### src/rtl/dma_sram_arbiter_pkg.sv
// Shared types for the DMA block-copy engine and its SRAM port arbiter.
// Holds the 3-bit DMA state encoding used by the engine FSM.
package dma_sram_arbiter_pkg;

    typedef enum logic [2:0] {
        DMA_STATE_IDLE = 3'd0,
        DMA_STATE_RD   = 3'd1,
        DMA_STATE_CAP  = 3'd2,
        DMA_STATE_WR   = 3'd3,
        DMA_STATE_DONE = 3'd4
    } dma_state_e;

endpackage

### src/rtl/dma_sram_arbiter.sv
// Block-copy DMA sharing a single-port SRAM with the CPU; the CPU always wins the port.
// 3 cycles per word + 1 DONE cycle uncontended; each cpu_req cycle in RD/WR stalls DMA one cycle.
module dma_sram_arbiter
    import dma_sram_arbiter_pkg::*;
#(
    parameter int AW   = 16,
    parameter int DW   = 32,
    parameter int LENW = 16
) (
    input  logic            clk,
    input  logic            reset,
    input  logic            cpu_req,
    input  logic [AW-1:0]   cpu_addr,
    input  logic [DW-1:0]   cpu_di,
    input  logic            cpu_we,
    input  logic            dma_start,
    input  logic [AW-1:0]   dma_src,
    input  logic [AW-1:0]   dma_dst,
    input  logic [LENW-1:0] dma_len,
    input  logic [DW-1:0]   sram_DO,
    output logic [AW-1:0]   sram_ADDR,
    output logic [DW-1:0]   sram_DI,
    output logic            sram_EN,
    output logic            sram_WE,
    output logic            dma_busy,
    output logic            dma_done,
    output logic [LENW-1:0] dma_remaining
);

    dma_state_e      state_q, state_d;
    logic [AW-1:0]   src_q, src_d;
    logic [AW-1:0]   dst_q, dst_d;
    logic [LENW-1:0] rem_q, rem_d;
    logic [DW-1:0]   buf_q, buf_d;

    logic            dma_grant;
    logic            dma_wr;
    logic [AW-1:0]   dma_addr;

    always_ff @(posedge clk) begin
        if (reset) begin
            state_q <= DMA_STATE_IDLE;
            src_q   <= '0;
            dst_q   <= '0;
            rem_q   <= '0;
            buf_q   <= '0;
        end else begin
            state_q <= state_d;
            src_q   <= src_d;
            dst_q   <= dst_d;
            rem_q   <= rem_d;
            buf_q   <= buf_d;
        end
    end

    always_comb begin
        state_d = state_q;
        src_d   = src_q;
        dst_d   = dst_q;
        rem_d   = rem_q;
        buf_d   = buf_q;
        case (state_q)
            DMA_STATE_IDLE: begin
                if (dma_start) begin
                    src_d   = dma_src;
                    dst_d   = dma_dst;
                    rem_d   = dma_len;
                    state_d = (dma_len != '0) ? DMA_STATE_RD : DMA_STATE_DONE;
                end
            end
            DMA_STATE_RD: begin
                if (!cpu_req) state_d = DMA_STATE_CAP;
            end
            DMA_STATE_CAP: begin
                // Read data for the address issued in RD arrives now, even if the CPU owns the port.
                buf_d   = sram_DO;
                state_d = DMA_STATE_WR;
            end
            DMA_STATE_WR: begin
                if (!cpu_req) begin
                    src_d   = src_q + AW'(1);
                    dst_d   = dst_q + AW'(1);
                    rem_d   = rem_q - LENW'(1);
                    state_d = (rem_q == LENW'(1)) ? DMA_STATE_DONE : DMA_STATE_RD;
                end
            end
            DMA_STATE_DONE: state_d = DMA_STATE_IDLE;
            default:        state_d = DMA_STATE_IDLE;
        endcase
    end

    always_comb begin
        dma_wr    = (state_q == DMA_STATE_WR);
        dma_grant = !cpu_req && ((state_q == DMA_STATE_RD) || dma_wr);
        dma_addr  = dma_wr ? dst_q : src_q;
        dma_busy  = (state_q == DMA_STATE_RD) || (state_q == DMA_STATE_CAP) || dma_wr;
        dma_done  = (state_q == DMA_STATE_DONE);
    end

    assign sram_EN       = cpu_req | dma_grant;
    assign sram_ADDR     = cpu_req ? cpu_addr : (dma_grant ? dma_addr : '0);
    assign sram_DI       = cpu_req ? cpu_di : ((dma_grant && dma_wr) ? buf_q : '0);
    assign sram_WE       = cpu_req ? cpu_we : (dma_grant && dma_wr);
    assign dma_remaining = rem_q;

endmodule

### config.mk
export PLATFORM = sky130hd
export DESIGN_NAME = dma_sram_arbiter
export DESIGN_NICKNAME = d
export VERILOG_FILES = /design/src/rtl/dma_sram_arbiter_pkg.sv /design/src/rtl/dma_sram_arbiter.sv
export SDC_FILE = /design/constraint.sdc
export NUM_CORES = 1
export LEC_CHECK = 0
export ABC_AREA = 0
export BUFFER_PORTS_ARGS = -buffer_cell sky130_fd_sc_hd__buf_4
export CELL_PAD_IN_SITES_DETAIL_PLACEMENT = 0
export CELL_PAD_IN_SITES_GLOBAL_PLACEMENT = 1
export CORE_MARGIN = 2
export CORE_UTILIZATION = 34
export DETAILED_ROUTE_END_ITERATION = 10
export PLACE_DENSITY = 0.82
export SLEW_MARGIN = 30
export SYNTH_ARGS = -nofsm -noshare
export SYNTH_HDL_FRONTEND = slang
export SYNTH_SLANG_ARGS = --single-unit
export TNS_END_PERCENT = 1
### constraint.sdc
create_clock -name clk -period 1.9 [get_ports clk]
set_input_delay 0.095 -clock clk [delete_from_list [all_inputs] [get_ports clk]]
set_output_delay 0.095 -clock clk [all_outputs]
set_load 0.02 [all_outputs]
# After elaboration in Yosys (flattened, before gate mapping)
# Index checks and enable logic that the tools add are counted.
word_totals:
  ff_bits: 83
  input_bits: 133
  elab_cells: 49
op_classes:
  n_reduce_logical: 11
  n_eq_ne: 8
  mux: 21
  bitwise: 1
  add_sub_neg: 3
op_table:
  columns: ["cell", "n"]
  rows:
  - ["$mux W16", 9]
  - ["$pmux W16 S2", 3]
  - ["$mux W32", 2]
  - ["$add A16 B1 Y16 const B", 2]
  - ["$eq A16 B1 Y1 const B", 1]
  - ["$reduce_bool A16 Y1", 1]
  - ["$sub A16 B1 Y16 const B", 1]
  - ["$mux W3", 5]
  - ["$pmux W3 S4", 1]
  - ["$eq A3 B2 Y1 const B", 2]
  - ["$ne A2 B2 Y1 const B", 3]
  - ["$reduce_and A3 Y1", 2]
  - ["$eq A3 B1 Y1 const B", 1]
  - ["$eq A3 B3 Y1 const B", 1]
  - ["$logic_not A3 Y1", 1]
  - ["$logic_or A1 B1 Y1", 3]
  - ["$logic_and A1 B1 Y1", 2]
  - ["$reduce_bool A2 Y1", 1]
  - ["$logic_not A1 Y1", 1]
  - ["$mux W1", 1]
  - ["$or A1 B1 Y1", 1]

# Logic depth before layout (Yosys ltp)
# Gate-level depths: netlist of the first run.
logic_depth:
  word_depth: 6
  depth_mapped: 8
  ltp_nobuf: 6

# Least setup slack after synthesis of the first run
# Ideal clock, no wire load.
synth_path:
  path_kind: "register to output"
  start: "register state_q[2]"
  end: "output port sram_ADDR[4]"
  path_stages_with_launch: 7
  slack_ns: -0.001
  arrival_time_ns: 1.806
  cell_sequence: "dfxtp_1 > buf_6 > and3b_1 > clkbuf_1 > buf_1 > a21oi_1 > o21ai_0"
synth_via:
  elab_chain_cells: 5
  word_cells_on_any_way: 7
synth_rtl:
  columns: ["item", "line_no", "text"]
  rows:
  - ["from (decl)", "dma_sram_arbiter.sv:30", "dma_state_e state_q, state_d;"]
  - ["from (signal assigned)", "dma_sram_arbiter.sv:48", "state_q <= state_d;"]
  - ["$eq A3 B1 Y1 or $eq A3 B2 Y1 (tied branches)", "dma_sram_arbiter.sv:94, dma_sram_arbiter.sv:93", null]
  - ["$logic_or A1 B1 Y1", "dma_sram_arbiter.sv:94", "dma_grant = !cpu_req && ((state_q == DMA_STATE_RD) || dma_wr);"]
  - ["$logic_and A1 B1 Y1", "dma_sram_arbiter.sv:94", null]
  - ["$mux W16 (*) (2 in a row)", "dma_sram_arbiter.sv:101", "assign sram_ADDR = cpu_req ? cpu_addr : (dma_grant ? dma_addr : '0);"]
  - ["to (decl)", "dma_sram_arbiter.sv:21", "output logic [AW-1:0] sram_ADDR,"]
# Mark *: on every way between the ends. The rest lies on a longest branch, timed or not.

# Final worst setup path of the first run
layout_path:
  start: "register state_q[2]"
  end: "output port sram_DI[26]"
layout_via:
  elab_chain_cells: 6
  word_cells_on_any_way: 7
layout_rtl:
  columns: ["item", "line_no", "text"]
  rows:
  - ["$eq A3 B1 Y1 or $eq A3 B2 Y1 (tied branches)", "dma_sram_arbiter.sv:94, dma_sram_arbiter.sv:93", null]
  - ["$logic_or A1 B1 Y1", "dma_sram_arbiter.sv:94", null]
  - ["$logic_and A1 B1 Y1", "dma_sram_arbiter.sv:94", null]
  - ["$logic_and A1 B1 Y1 (*)", "dma_sram_arbiter.sv:102", "assign sram_DI = cpu_req ? cpu_di : ((dma_grant && dma_wr) ? buf_q : '0);"]
  - ["$mux W32 (*) (2 in a row)", "dma_sram_arbiter.sv:102", null]
  - ["to (decl)", "dma_sram_arbiter.sv:22", "output logic [DW-1:0] sram_DI,"]
# Marks and branches as above.

==> results.cfg, run 1 <==
[routing]
antenna_left = 0
routed_via_density = 5.71
dr.pass1.iters = 5
wl_um = 20400
drc = 0
wl_per_cell_um = 18.7
drt_iter0_markers = 535
vias = 6238

[sta]
timing.fmax_mhz = 528
fin_crit_sh_pct = 99.6
holdWs_ns = 0.00475
finalSetupViolCount = 0
maxSlewHeadroom_pct = 64.7
rsz0062_at_grt = true
final_max_slew_viol_count = 0
final-hold-violation-count = 0
worst_pin_slew_ns = 0.524
finalClockSkew_ns = 0.00746
layout_min_cycle_time_ns = 1.89

[floorplan]
die_w_um = 126
start_util_pct = 34.8
dieArea_um2 = 15900
die_h_um = 126
num_io_pins = 201
rows = 44
core_area_um2 = 14500

[synthesis]
async_reset_ff_share_pct = 0
syn_inst = 669
synthTopCellsByCount = nand2_1, dfxtp_1, a21oi_1
ys_seq_area_share_pct = 32.8
syn_avg_cell_area_um2 = 7.56
yosysUniqueCellTypes = 66
synth_top_area_share_pct = 32.8
synth.yosys.warnings = 0
synth-edff-count = 0
synth_nets = 806
synth.most_common_cell = nand2_1
synth.largest_area_cell = dfxtp_1
yosys-top-cells-area = dfxtp_1, nand2_1, a21oi_1
yosys_most_used_dff = dfxtp_1
syn_area_um2 = 5060
ys_seq_elements = 83

[run]
maxCapViolations = 0

[global_routing]
grt_max_degree = 43
grt_pass1_wl_um = 31300
antenna_found_initial = 0
grt_usage_pct = 24.4
overflow = 0
grt_pass1_vias = 6093

[clock_tree]
cts_root_buffer = clkbuf_16
clock_latency_ns = 0.36
clkTransAtPathRegs_ns = 0.06
cts_buffer_depth = 2
cts_tree = yes
numClockSinks = 83
cts-buffers-inserted = 9
htreeDepth = 3

[worst_setup_path]
cp_data_arrival_time_ns = 1.80
cp_max_fo = 41
startpoint_type = register
cp.required_ns = 1.80
cp-end-kind = output pin
crit_family = simple AND/OR/NAND/NOR gates
path_class = register to output pin
cp_slowest_cell = nor4bb_4
path_buf_inv = 2
max_stage_delay_ns = 0.42
path_cells = nor4bb_4 > buf_12 > a22o_1 > buf_4

[cells_and_area]
n_fill_cell = 1420
drive_gt1_share_pct = 32.0
fin_nets = 1040
area_delta_synth_final_pct = 50.8
antenna_cells = 0

[placed_design]
hpwl_um = 14500
port_buffers = 200
gp_congestion = 0.937

[power_and_ir_drop]
p_total_mw = 5.34
powerDensity_nw_per_um2 = 699
ir_drop_v = 0.000426
cellLeakagePower_nw = 3.23

[run_status]
status = finished, final reports clean

[min_path]
min_path_type = input port to register
path summary, 6_finish.rpt:
| check | slack [ns] | endpoint | cells after the start | start |
|---|---|---|---|---|
| worst min register to register | 0.46 | buf_q[20]$_SDFFE_PP0P_ | 2 | buf_q[20]$_SDFFE_PP0P_ |
| worst max-delay path | 0.008 | sram_DI[26] | 4 | state_q[2]$_SDFFE_PP0P_ |
| worst min-delay path | 0.005 | buf_q[6]$_SDFFE_PP0P_ | 3 | sram_DO[6] |
| worst max register to register | 0.07 | dma_remaining[7]$_SDFFE_PP0P_ | 4 | dma_remaining[0]$_SDFFE_PP0P_ |
worst reg2reg max path, cell delays in order, from the launching register on:
cell	delay, ns
dfxtp_1	0.37
or4_1	0.67
or3_1	0.35
a311oi_1	0.27
a21o_1	0.11
kinds of logic after synthesis:
logic type      count (synthesis)  synth area share (%)
compound gates                245                  32.3
xor+xnor                        1                 0.173
flops                          83                  32.8
mux                            13                  2.57
buf+inv                        71                  6.03
fa+ha+maj                       4                 0.989
simple gates                  252                  25.1
layer usage:
layer / vias up / global-route usage (%) / part of all wire, %
li1: 2984 / - / -
met1: 2965 / 32.0 / 43
met2: 256 / 40.4 / 48
met3: 33 / 4.42 / 7.0
met4: 0 / 8.53 / 2.3
met5: - / 0 / 0
metrics by stage:
stage	setup TNS [ns]	instance area (um^2)	setup WS, ns	utilization, %	cells
finish	0	7630	0.00757	52.5	1092
global route	-0.888	7630	-0.0854	52.5	1092
CTS	-0.00157	7590	-0.000921	52.2	1091
detailed placement	0	6960	0.0409	47.9	1044
global placement	0	6960	0.142	47.9	1044
floorplan	-0.000872	5060	-0.000436	-	669
timing repair:
| item | CTS | global route |
|---|---|---|
| pin swaps | 0 | 2 |
| gates cloned | 1 | 1 |
| endpoints found under the hold margin | 29 | 0 |
| setup buffers | 1 | 0 |
| hold buffers | 29 | 0 |
| resized for setup | 6 | 26 |
| setup endpoints to repair | 49 | 52 |
power by group:
group	internal (mW)	leakage [nW]	switching [mW]	total, mW
registers	1.87	0.680	0.165	2.04
logic	0.754	2.41	0.805	1.56
clock network	0.936	0.143	0.804	1.74
area by class of cell:
type | count | area, um^2 | area share (%)
clock buffers | 10 | 239 | 3.13
clock inverters | 6 | 48.8 | 0.639
inverters | 13 | 48.8 | 0.639
multi-input cells | 516 | 3150 | 41.3
flip-flops and latches | 83 | 1670 | 21.9
well taps | 184 | 230 | 3.02
repair buffers | 280 | 2240 | 29.4
cell usage in the layout (no fill, tap or decap), drive strengths merged, types with 9 or more instances in the layout:
master	netlist	layout
buf	20	250
nand2	120	120
dfxtp	83	83
a21oi	68	68
o21ai	46	46
a22o	33	33
dlygate4sd3	0	29
nor2	27	27
nand4	16	16
nand3	14	14
a31oi	14	14
nor4	14	14
inv	12	14
mux2i	13	13
a21o	11	11
nor3	10	10
clkbuf	38	10
a311oi	9	9
flip-flops by register name, summed over array words and instances (netlist names):
signal	cells
src_q	16
state_q	3
dma_remaining	16
buf_q	32
dst_q	16
Power figures use the tool's default switching activity.
==> run 2, diff against run 1 <==
--- a/config.mk
+++ b/config.mk
@@ -12,7 +12,9 @@
 export CORE_MARGIN = 2
 export CORE_UTILIZATION = 34
 export DETAILED_ROUTE_END_ITERATION = 10
+export GPL_TIMING_DRIVEN = 0
 export PLACE_DENSITY = 0.82
+export SETUP_SLACK_MARGIN = 0.05
 export SLEW_MARGIN = 30
 export SYNTH_ARGS = -nofsm -noshare
 export SYNTH_HDL_FRONTEND = slang
==> run 2 against run 1 <==
The run now ends with setup timing left. Sequential power is essentially flat. Combinational power up 6%. Sequential share of layout area decreased by 0.91 points.
==> results.cfg, run 2 (synthesized netlist as in run 1, its figures left out) <==
[routing]
routed_via_density = 5.89
drt_iter0_markers = 654
wl_per_cell_um = 20.4
vias = 6587
antenna_left = 0
drc = 0
wl_um = 22800
dr.pass1.iters = 6

[cells_and_area]
antenna_cells = 0
fin_cells = 1119
regMostFlops = buf_q
n_fill_cell = 1388
fin_nets = 1067
final_cell_mix = buf_4, nand2_1, dfxtp_1
area_delta_synth_final_pct = 57.7
largest_register_ffs = 32
drive_gt1_share_pct = 34.2
layout_commonest_cell = buf_4
stdcell_area_um2 = 7980

[floorplan]
core_area_um2 = 14500
num_io_pins = 201
dieArea_um2 = 15900
die_w_um = 126
die_h_um = 126
rows = 44
start_util_pct = 34.8

[power_and_ir_drop]
p_total_mw = 5.59
ir_drop_v = 0.000537
p_clk_share_pct = 33.6
powerDensity_nw_per_um2 = 700
sw_frac_of_total_pct = 33.4
seqPwrFrac_pct = 36.9
intPower_mw = 3.72
p_switching_mw = 1.87
cellLeakagePower_nw = 3.32
power.share.combinational_pct = 29.5

[sta]
worst_pin_slew_ns = 0.815
fin_crit_sh_pct = 104
fin_setup_tns_ns = -0.719
rsz0062_at_grt = true
layout_min_cycle_time_ns = 1.97
maxSlewHeadroom_pct = 45.7
finalClockSkew_ns = 0.0101
final_max_slew_viol_count = 0
fin_ws_ns = -0.0729
finalSetupViolCount = 21
timing.fmax_mhz = 507
final-hold-violation-count = 0

[worst_setup_path]
cp_data_arrival_time_ns = 1.88
cp-end-kind = output pin
cp_slowest_cell = dfxtp_4
cpMostUsedCell = buf_6
cp_max_fo = 10
crit_family = buffers and inverters
path_class = register to output pin
cp.required_ns = 1.80
max_stage_delay_ns = 0.36
path_buf_inv = 4
path_cells = buf_6 > nand3b_1 > buf_6 > buf_12 > mux2i_4 > o21ai_2 > buf_6
startpoint_type = register

[placed_design]
placed_area_um2 = 6790
hpwl_um = 16700
port_buffers = 200
placed_cells = 1053
gp_congestion = 0.982

[clock_tree]
htreeDepth = 3
clkTransAtPathRegs_ns = 0.07
cts_tree = yes
cts_root_buffer = clkbuf_16
cts-buffers-inserted = 9
numClockSinks = 83
cts_buffer_depth = 2
clock_latency_ns = 0.36

[global_routing]
grt_pass1_wl_um = 34600
grt_pass1_vias = 6328
grt_max_degree = 16
grt_usage_pct = 27.7
overflow = 0
antenna_found_initial = 0

[min_path]
min_path_type = input port to register

[run_status]
status = finished, violations left
violations = setup timing

[run]
maxCapViolations = 0
[run 2: cell types whose count changed in the layout (fill, tap and decap cells not counted), sizes merged]
cell	delta
buf	-7
bufbuf	-1
bufinv	+1
clkbuf	+34
clkinv	-4
clkinvlp	+3
dlygate4sd3	+2
or3	-1
[run 2: area by class of cell]
class | count | area, um^2 | area share [%]
multi-input combinational | 515 | 3280 | 41.1
timing repair buffer | 252 | 1980 | 24.8
sequential | 83 | 1670 | 21.0
buffer | 56 | 460 | 5.77
clock buffer | 10 | 239 | 2.99
tap | 184 | 230 | 2.88
clock inverter | 6 | 71.3 | 0.894
inverter | 13 | 52.6 | 0.658
[run 2: path summary, 6_finish.rpt]
check,start,endpoint,slack [ns],cells past startpoint
setup / recovery,state_q[2]$_SDFFE_PP0P_,sram_ADDR[3],-0.07,7
hold / removal,dma_dst[1],dst_q[1]$_SDFFE_PP0P_,0.005,3
setup reg to reg,state_q[0]$_SDFFE_PP0P_,dma_remaining[10]$_SDFFE_PP0P_,-0.04,8
hold reg to reg,buf_q[8]$_SDFFE_PP0P_,buf_q[8]$_SDFFE_PP0P_,0.46,2
[run 2: metrics by stage]
| stage | hold slack (ns) | utilization [%] | worst slack, ns |
|---|---|---|---|
| after detailed placement | 0.353 | 46.7 | -0.503 |
| after global placement | 0.343 | 46.7 | -0.539 |
| after CTS | 0.000742 | 53.4 | -0.0604 |
| after floorplan | 0.231 | - | -0.000436 |
| final | 0.00535 | 54.9 | -0.0729 |
| after global routing | 0.0190 | 54.9 | -0.149 |
[run 2: power groups by stage]
| stage | clock network (mW) | logic (mW) | registers, mW |
|---|---|---|---|
| 6_report | 1.88 | 1.65 | 2.06 |
| 5_1_grt | 1.98 | 1.76 | 2.08 |
| 4_1_cts | 1.90 | 1.56 | 2.04 |
| 3_5_place_dp | 0 | 1.41 | 2.08 |
| 3_3_place_gp | 0 | 1.40 | 2.07 |
| 2_1_floorplan | 0 | 0.761 | 2.06 |
[run 2: worst register-to-register path: stages, from the launching register on]
cell and delay, ns:
dfxtp_4 0.37, buf_4 0.15, or4b_1 0.48, buf_6 0.18, nand2_4 0.09, buf_8 0.15
buf_4 0.12, o31ai_1 0.06, a31o_2 0.25
[run 2: per-layer routing]
metal	global-route usage [%]	wire (um)	vias to the layer above
met1	36.7	9540	3128
met3	4.93	1830	51
li1	-	-	3048
met5	0	0	-
met4	10.9	610	0
met2	44.9	10800	360
[run 2: repair_timing]
action | 4_1_cts | 5_1_grt
endpoints found under the setup margin | 103 | 127
buffers inserted | 16 | 5
resized for setup | 80 | 67
pin swaps | 8 | 11
endpoints found under the hold margin | 30 | 1
hold buffers | 30 | 1
==> run 3, diff against run 2 <==
--- a/config.mk
+++ b/config.mk
@@ -7,13 +7,11 @@
 export LEC_CHECK = 0
 export ABC_AREA = 0
 export BUFFER_PORTS_ARGS = -buffer_cell sky130_fd_sc_hd__buf_4
-export CELL_PAD_IN_SITES_DETAIL_PLACEMENT = 0
-export CELL_PAD_IN_SITES_GLOBAL_PLACEMENT = 1
 export CORE_MARGIN = 2
-export CORE_UTILIZATION = 34
+export CORE_UTILIZATION = 40
 export DETAILED_ROUTE_END_ITERATION = 10
 export GPL_TIMING_DRIVEN = 0
-export PLACE_DENSITY = 0.82
+export PLACE_DENSITY = 0.7
 export SETUP_SLACK_MARGIN = 0.05
 export SLEW_MARGIN = 30
 export SYNTH_ARGS = -nofsm -noshare
==> run 3 against run 2 <==
The flow still finishes with violations (setup timing). Clock power rose by 3%. Combinational power about the same. Total power rose by 0.82%. Critical path depth fell by 1. Clock-buffer cell count rose by 2. Register-to-register slack gained 0.02 ns. Core utilization up 8.6 points. First-iteration DRC count rose by 15%. Sequential power about the same. Worst hold slack lost 0.0027 ns. Critical path type unchanged.
==> results.cfg, run 3 (synthesized netlist as in run 1, its figures left out) <==
[sta]
fin_crit_sh_pct = 103
rsz0062_at_grt = true
finalClockSkew_ns = 0.0104
layout_min_cycle_time_ns = 1.96
fin_ws_ns = -0.0636
timing.fmax_mhz = 509
fin_setup_tns_ns = -1.05
final-hold-violation-count = 0
final_max_slew_viol_count = 0
holdWs_ns = 0.00265
maxSlewHeadroom_pct = 43.1
worst_pin_slew_ns = 0.854
finalSetupViolCount = 45

[routing]
wl_per_cell_um = 20.4
routed_via_density = 5.99
drc = 0
antenna_left = 0
dr.pass1.iters = 6
vias = 6555
wl_um = 22300
drt_iter0_markers = 754

[worst_setup_path]
startpoint_type = register
max_stage_delay_ns = 0.39
cp_max_fo = 10
path_cells = nor4bb_1 > buf_4 > buf_12 > buf_8 > a22o_1 > buf_6
cp.required_ns = 1.80
path_class = register to output pin
cp_data_arrival_time_ns = 1.87
cp-end-kind = output pin
cp_slowest_cell = dfxtp_4

[placed_design]
gp_congestion = 0.950
placed_cells = 1041
port_buffers = 200
pre_cts_ws_ns = -0.482
hpwl_um = 15900

[global_routing]
grt_pass1_wl_um = 33100
overflow = 0
grt_pass1_vias = 6196
grt_usage_pct = 32.2
grt_max_degree = 14
antenna_found_initial = 0

[floorplan]
num_io_pins = 201
dieArea_um2 = 13600
die_h_um = 116
start_util_pct = 40.6
core_area_um2 = 12500
die_w_um = 116
rows = 41

[power_and_ir_drop]
ir_drop_v = 0.000436
p_total_mw = 5.64
cellLeakagePower_nw = 3.32
powerDensity_nw_per_um2 = 712

[cells_and_area]
largest_register_ffs = 32
antenna_cells = 0
fin_nets = 1055
area_delta_synth_final_pct = 56.6
n_fill_cell = 1096
layout_commonest_cell = buf_4
drive_gt1_share_pct = 34.2
multi_input_area_um2 = 3250
regArea_um2 = 1670
fin_cells = 1095
final_cell_mix = buf_4, nand2_1, dfxtp_1
regMostFlops = buf_q

[min_path]
min_path_type = input port to register

[clock_tree]
cts-buffers-inserted = 9
cts_buffer_depth = 2
clkTransAtPathRegs_ns = 0.07
cts_root_buffer = clkbuf_16
clock_latency_ns = 0.36
numClockSinks = 83
htreeDepth = 3
cts_tree = yes

[run_status]
violations = setup timing
status = finished, violations left

[run]
maxCapViolations = 0
run 3: cell types whose count changed in the layout (fill, tap and decap cells not counted), moves of 2 or more:
cell	previous run	this run
buf_4	222	201
buf_6	11	30
clkinvlp_4	3	1
dlygate4sd3_1	31	20
o21ai_0	34	27
o21ai_1	10	18
run 3: per-stage QoR:
step           utilization, %  instance area (um^2)
6_report                 63.5                  7920
5_1_grt                  63.5                  7920
4_1_cts                  62.5                  7780
3_5_place_dp             54.4                  6780
3_3_place_gp             54.4                  6780
2_1_floorplan               -                  5060
run 3: metal layers:
layer / up-vias / global-route usage [%] / wire (um)
li1: 3016 / - / -
met1: 3100 / 42.9 / 8900
met2: 391 / 52.0 / 10700
met3: 48 / 5.92 / 2070
met4: 0 / 12.5 / 674
met5: - / 0 / 0
run 3: repair_timing:
item | CTS | global route
pin swaps | 28 | 13
hold buffers | 20 | 0
buffers inserted | 16 | 4
endpoints found under the hold margin | 20 | 0
endpoints found under the setup margin | 101 | 124
gates resized for setup | 121 | 56
run 3: final cells by class:
cell class                      instances  share of cell area (%)
Buffer                                 56                    6.11
Clock buffer                           12                    2.99
Clock inverter                          4                   0.932
Inverter                               13                   0.663
Multi-Input combinational cell        515                    41.0
Sequential cell                        83                    21.1
Tap cell                              172                    2.72
Timing Repair Buffer                  240                    24.4
run 3: final timing paths:
check	cells past startpoint	end	slack (ns)	startpoint
worst min-delay path	3	buf_q[21]$_SDFFE_PP0P_	0.003	sram_DO[21]
worst max-delay path	6	sram_DI[3]	-0.06	state_q[0]$_SDFFE_PP0P_
worst max register to register	8	src_q[14]$_SDFFE_PP0P_	-0.02	state_q[1]$_SDFFE_PP0P_
worst min register to register	2	buf_q[0]$_SDFFE_PP0P_	0.46	buf_q[0]$_SDFFE_PP0P_
run 3: worst max-delay path: cells and delay by family, from the launching register on:
| family | cells | cell delay [ns] |
|---|---|---|
| DFF | 1 | 0.39 |
| AOI/OAI and AO/OA | 1 | 0.17 |
| buffers and inverters | 4 | 0.63 |
| and+or+nand+nor | 1 | 0.31 |
run 3: report_power, final:
| group | internal (mW) | leakage [nW] | switching (mW) |
|---|---|---|---|
| sequential | 1.87 | 0.682 | 0.187 |
| combinational | 0.782 | 2.48 | 0.867 |
| clock | 1.16 | 0.151 | 0.769 |
| total | 3.81 | 3.32 | 1.82 |
